[src/rtl/bp_pkg.sv]
// Shared types and sizing helpers for the branch predictor.
package bp_pkg;

  // 2-bit saturating direction counter encoding
  typedef enum logic [1:0] {
    STRONG_NT = 2'b00,
    WEAK_NT   = 2'b01,
    WEAK_T    = 2'b10,
    STRONG_T  = 2'b11
  } ctr_state_e;

  // Tag width: PC bits above the index field and the word offset
  function automatic int unsigned tag_width(input int unsigned data_width,
                                            input int unsigned index_bits);
    return data_width - index_bits - 32'd2;
  endfunction

  // Number of table entries
  function automatic int unsigned num_entries(input int unsigned index_bits);
    return 32'd1 << index_bits;
  endfunction

endpackage

[src/rtl/sat_counter2.sv]
// Next-state function of a 2-bit saturating direction counter.
module sat_counter2 import bp_pkg::*; (
  input  logic [1:0] i_state,
  input  logic       i_taken,
  output logic [1:0] o_next_state
);

  // Step toward taken / not-taken, holding at the ends
  always_comb begin
    o_next_state = i_state;
    if (i_taken) begin
      if (i_state != STRONG_T) o_next_state = i_state + 2'd1;
    end else begin
      if (i_state != STRONG_NT) o_next_state = i_state - 2'd1;
    end
  end

endmodule

[src/rtl/branch_predictor.sv]
// Direct-mapped branch target buffer with 2-bit direction counters,
// misprediction detection and resolved / mispredicted branch counters.
module branch_predictor import bp_pkg::*; #(
  parameter int DATA_WIDTH = 32,
  parameter int INDEX_BITS = 4
) (
  input  logic                  clk,
  input  logic                  rst,
  input  logic [DATA_WIDTH-1:0] fetchPC,
  output logic                  predictTaken,
  output logic [DATA_WIDTH-1:0] predictTarget,
  input  logic                  updateEn,
  input  logic [DATA_WIDTH-1:0] updatePC,
  input  logic [DATA_WIDTH-1:0] updateTarget,
  input  logic                  actualTaken,
  input  logic                  exPredictTaken,
  input  logic [DATA_WIDTH-1:0] exPredictTarget,
  output logic                  mispredict,
  output logic [31:0]           branchCount,
  output logic [31:0]           mispredictCount
);

  localparam int TAG_W       = int'(tag_width(DATA_WIDTH, INDEX_BITS));
  localparam int NUM_ENTRIES = int'(num_entries(INDEX_BITS));

  logic                  r_valid  [NUM_ENTRIES];
  logic [TAG_W-1:0]      r_tag    [NUM_ENTRIES];
  logic [DATA_WIDTH-1:0] r_target [NUM_ENTRIES];
  logic [1:0]            r_ctr    [NUM_ENTRIES];
  logic [31:0]           r_branch_count;
  logic [31:0]           r_mispredict_count;

  logic [INDEX_BITS-1:0] w_fidx;
  logic [TAG_W-1:0]      w_ftag;
  logic                  w_fhit;
  logic [INDEX_BITS-1:0] w_uidx;
  logic [TAG_W-1:0]      w_utag;
  logic                  w_uhit;
  logic [1:0]            w_ctr_next;
  logic                  w_unused_pc_bits;

  // Word offset bits never select an entry
  assign w_unused_pc_bits = ^{fetchPC[1:0], updatePC[1:0]};

  assign w_fidx = fetchPC[INDEX_BITS+1:2];
  assign w_ftag = fetchPC[DATA_WIDTH-1:INDEX_BITS+2];
  assign w_uidx = updatePC[INDEX_BITS+1:2];
  assign w_utag = updatePC[DATA_WIDTH-1:INDEX_BITS+2];

  // Lookup reads registered state only, so same-cycle updates are not bypassed
  assign w_fhit        = r_valid[w_fidx] && (r_tag[w_fidx] == w_ftag);
  assign predictTaken  = w_fhit && r_ctr[w_fidx][1];
  assign predictTarget = predictTaken ? r_target[w_fidx] : '0;

  assign w_uhit = r_valid[w_uidx] && (r_tag[w_uidx] == w_utag);

  // Wrong direction, or taken with a wrong target
  assign mispredict = updateEn &&
                      ((actualTaken != exPredictTaken) ||
                       (actualTaken && (exPredictTarget != updateTarget)));

  sat_counter2 u_sat_counter2 (
    .i_state      (r_ctr[w_uidx]),
    .i_taken      (actualTaken),
    .o_next_state (w_ctr_next)
  );

  // Table update: train on hit, allocate only on a taken miss
  always_ff @(posedge clk or negedge rst) begin
    if (!rst) begin
      for (int i = 0; i < NUM_ENTRIES; i++) begin
        r_valid[i]  <= 1'b0;
        r_tag[i]    <= '0;
        r_target[i] <= '0;
        r_ctr[i]    <= WEAK_NT;
      end
    end else if (updateEn) begin
      if (w_uhit) begin
        r_ctr[w_uidx] <= w_ctr_next;
        if (actualTaken) r_target[w_uidx] <= updateTarget;
      end else if (actualTaken) begin
        r_valid[w_uidx]  <= 1'b1;
        r_tag[w_uidx]    <= w_utag;
        r_target[w_uidx] <= updateTarget;
        r_ctr[w_uidx]    <= WEAK_T;
      end
    end
  end

  // Saturating statistics counters
  always_ff @(posedge clk or negedge rst) begin
    if (!rst) begin
      r_branch_count     <= '0;
      r_mispredict_count <= '0;
    end else begin
      if (updateEn && (r_branch_count != 32'hFFFF_FFFF)) begin
        r_branch_count <= r_branch_count + 32'd1;
      end
      if (mispredict && (r_mispredict_count != 32'hFFFF_FFFF)) begin
        r_mispredict_count <= r_mispredict_count + 32'd1;
      end
    end
  end

  assign branchCount     = r_branch_count;
  assign mispredictCount = r_mispredict_count;

endmodule

[config.mk]
export PLATFORM = sky130hd
export DESIGN_NAME = branch_predictor
export DESIGN_NICKNAME = d
export VERILOG_FILES = /design/src/rtl/bp_pkg.sv /design/src/rtl/sat_counter2.sv /design/src/rtl/branch_predictor.sv
export SDC_FILE = /design/constraint.sdc
export NUM_CORES = 2
export LEC_CHECK = 0
export BUFFER_PORTS_ARGS = -buffer_cell sky130_fd_sc_hd__buf_2
export CAP_MARGIN = 20
export CORE_ASPECT_RATIO = 1.1
export CORE_UTILIZATION = 45
export CTS_BUF_LIST = sky130_fd_sc_hd__clkbuf_8 sky130_fd_sc_hd__clkbuf_16
export DETAILED_ROUTE_END_ITERATION = 8
export SYNTH_ARGS = -nofsm -noshare
export SYNTH_HDL_FRONTEND = slang
export SYNTH_SLANG_ARGS = --single-unit
[constraint.sdc]
create_clock -name clk -period 7.1 [get_ports clk]
set_input_delay 0.355 -clock clk [delete_from_list [all_inputs] [get_ports clk]]
set_output_delay 0.355 -clock clk [all_outputs]
set_load 0.02 [all_outputs]
==> impl_metrics.json <==
{
  "status": "finished with violations",
  "failed_checks": "DRC",
  "gp_routability_congestion": 0.869,
  "switchingPower_mw": 4.65,
  "critical_path.top_delay_family": "buffers and inverters",
  "synth_common_cells": "1024 x dfrtp_1, 810 x mux2_2, 380 x mux4_2",
  "clk_latency_ns": 0.75,
  "dp_worst_setup_slack_ns": 1.40,
  "die_w_um": 329,
  "cp.required_ns": 6.74,
  "synth_ff_type": "dfrtp_1",
  "arrival_ns": 5.32,
  "synth_most_common_cell": "dfrtp_1",
  "reg2reg_depth": 8,
  "cts_sinks": 1040,
  "p_comb_share_pct": 18.9,
  "dieHeight_um": 362,
  "hold_depth": 2,
  "grt_antenna_before_repair": 8,
  "port-buffer-count": 226,
  "wl_per_cell_um": 27.9,
  "grt_overflow": 0,
  "cts.path.max_buffers": 3,
  "synth-edff-count": 0,
  "fill_cells": 9875,
  "p_per_area_mw_per_mm2": 293,
  "fp.coreArea_mm2": 0.116,
  "final_nets": 3783,
  "cp.depth": 10,
  "via_per_inst": 6.03,
  "power_mw": 17.4,
  "crit_path_max_incr_delay_ns": 0.79,
  "slew-limit-headroom_pct": 23.2,
  "switching_share_pct": 26.6,
  "async_flop_share_pct": 100,
  "ant_nets": 0,
  "fin_crit_sh_pct": 80.0,
  "first_pass_iters": 9,
  "cellInternalPower_mw": 12.8,
  "wl_um": 147000,
  "fp.dieArea_mm2": 0.119,
  "rsz0062_at_grt": "no",
  "path_max_fanout": 87,
  "worstPathCellList": "buf_8 > buf_4 > mux4_2 > mux4_2 > xor2_1 > nor4_1 > nand4_1 > buf_4 > nor2b_1 > buf_2",
  "drive_gt1_share_pct": 51.1,
  "finalClockSkew_ns": 0.0632,
  "cp-end-kind": "output pin",
  "cp_slowest_cell": "buf_8",
  "yosysSeqAreaShare_pct": 49.1,
  "hold_ws_ns": 0.0856,
  "post-route-min-period_ns": 5.68,
  "synthesis.nets": 3659,
  "synth_cell_type_count": 79,
  "ys_ff_latch": 1040,
  "dp_hpwl_um": 86800,
  "syn_inst": 3524,
  "start_util_pct": 45.6,
  "max_freq_ghz": 0.176,
  "yosysTopAreaCell": "dfrtp_1",
  "drc": 20,
  "setup_viol": 0,
  "p_clk_share_pct": 36.3,
  "grt_max_degree": 157,
  "synth_top_area_share_pct": 48.3,
  "grt_pass1_vias": 32900,
  "irDropWorstVdd_mv": 0.252,
  "fp-row-count": 131,
  "cts.clk_slew.worst_paths_ns": 0.06,
  "htree_levels": 3,
  "syn_area_mm2": 0.0530,
  "tritoncts": "built",
  "setup_slack_ns": 1.42,
  "num_vias": 31835,
  "p_seq_share_pct": 44.8,
  "path_class": "input port to output pin",
  "setup_tns_ns": 0,
  "maxCapViolCount": 0,
  "postCtsSetupRepairBufs": 0,
  "slew_viol_final": 0,
  "cp_num_buf_inv": 4,
  "yosys_warnings": 0,
  "clock-root-buffer": "clkbuf_16",
  "worst_setup_path_start_kind": "input port",
  "grt_usage_pct": 25.0,
  "io_pins": 231,
  "worst_pin_slew_ns": 1.15,
  "synthTopCellsByArea": "dfrtp_1 48%, mux2_2 17%, mux4_2 16%",
  "leakagePower_nw": 26.0,
  "drt-initial-drc-count": 2399,
  "cts_buffers": 114,
  "grt_pass1_wl_um": 222000,
  "area_growth_pct": 12.3,
  "synth_area_per_cell_um2": 15.0,
  "hold_violations": 0,
  "hp-class": "input port to register"
}
[per-stage QoR]
step | cell area [um^2] | cells | utilization [%]
after global placement | 55400 | 5059 | 47.6
after CTS | 59500 | 5277 | 51.2
after global routing | 59500 | 5277 | 51.2
after detailed placement | 55500 | 5060 | 47.7
final | 59500 | 5283 | 51.2
after floorplan | 53000 | 3524 | -
[layer usage]
metal,up-vias,wire (um),share of wire [%],GRT usage (%)
met5,-,0,0,0
met4,0,3550,2.4,7.02
met3,203,6910,4.7,3.55
met2,817,71400,49,40.3
met1,17314,65300,44,35.3
li1,13501,-,-,-
[worst paths after layout]
kind / startpoint / to / slack [ns]
worst max register to register: r_tag[331] / r_tag[11] / 2.55
worst min-delay path: updateTarget[14] / r_target[238] / 0.09
max in group asynchronous: rst / r_tag[226] / 5.05
min in group asynchronous: rst / r_tag[398] / 0.22
worst max-delay path: fetchPC[2] / predictTarget[23] / 1.42
worst min register to register: mispredictCount[7] / mispredictCount[7] / 0.48
[cell families after synthesis]
family | Yosys count | share of synthesized area [%]
mux | 1407 | 38.7
flops | 1040 | 49.1
xor+xnor | 139 | 2.30
simple gates | 461 | 4.82
fa+ha+maj | 4 | 0.0850
compound gates | 139 | 1.95
buf+inv | 334 | 3.00
[timing repair]
| action | CTS | global route |
|---|---|---|
| hold buffers | 1 | 0 |
| gates resized for setup | 0 | 0 |
| hold endpoints to repair | 86 | 0 |
[sequential cells by signal, summed over array words and instances, names as in the netlist]
name and cells:
r_valid 16, branchCount 32, r_target 512, mispredictCount 32, r_ctr 32, r_tag 416
[power groups by stage]
stage	Sequential, mW	Clock [mW]	Combinational (mW)
after floorplan	7.69	0	2.47
after global placement	7.85	0	3.26
after detailed placement	7.89	0	3.31
after CTS	7.80	6.48	3.33
after global routing	7.96	6.70	3.53
final	7.81	6.33	3.29
[layout make-up]
class                      count  area [um^2]  area share (%)
clock buffer                 142         3240            5.44
tap                         1529         1910            3.21
timing repair buffer         310         1910            3.20
multi-input combinational   2150        25500            42.8
inverter                      32          120           0.202
clock inverter                74          822            1.38
sequential                  1040        26000            43.7
antenna                        6         15.0          0.0252
[cell usage in the layout, fill, tap and decap left out, types with 40 or more instances in the layout]
cell,netlist,final
mux2_4,132,132
xnor2_1,80,80
nand2_1,93,90
mux4_2,380,380
nor2b_1,41,40
mux2i_1,73,73
buf_4,19,78
buf_2,42,218
nor2_1,77,65
dfrtp_1,1024,1024
inv_1,30,49
mux2_2,810,810
clkbuf_16,0,114
xor2_1,59,59
nand3_1,60,60
No activity file was read; power rests on OpenSTA's default activity.
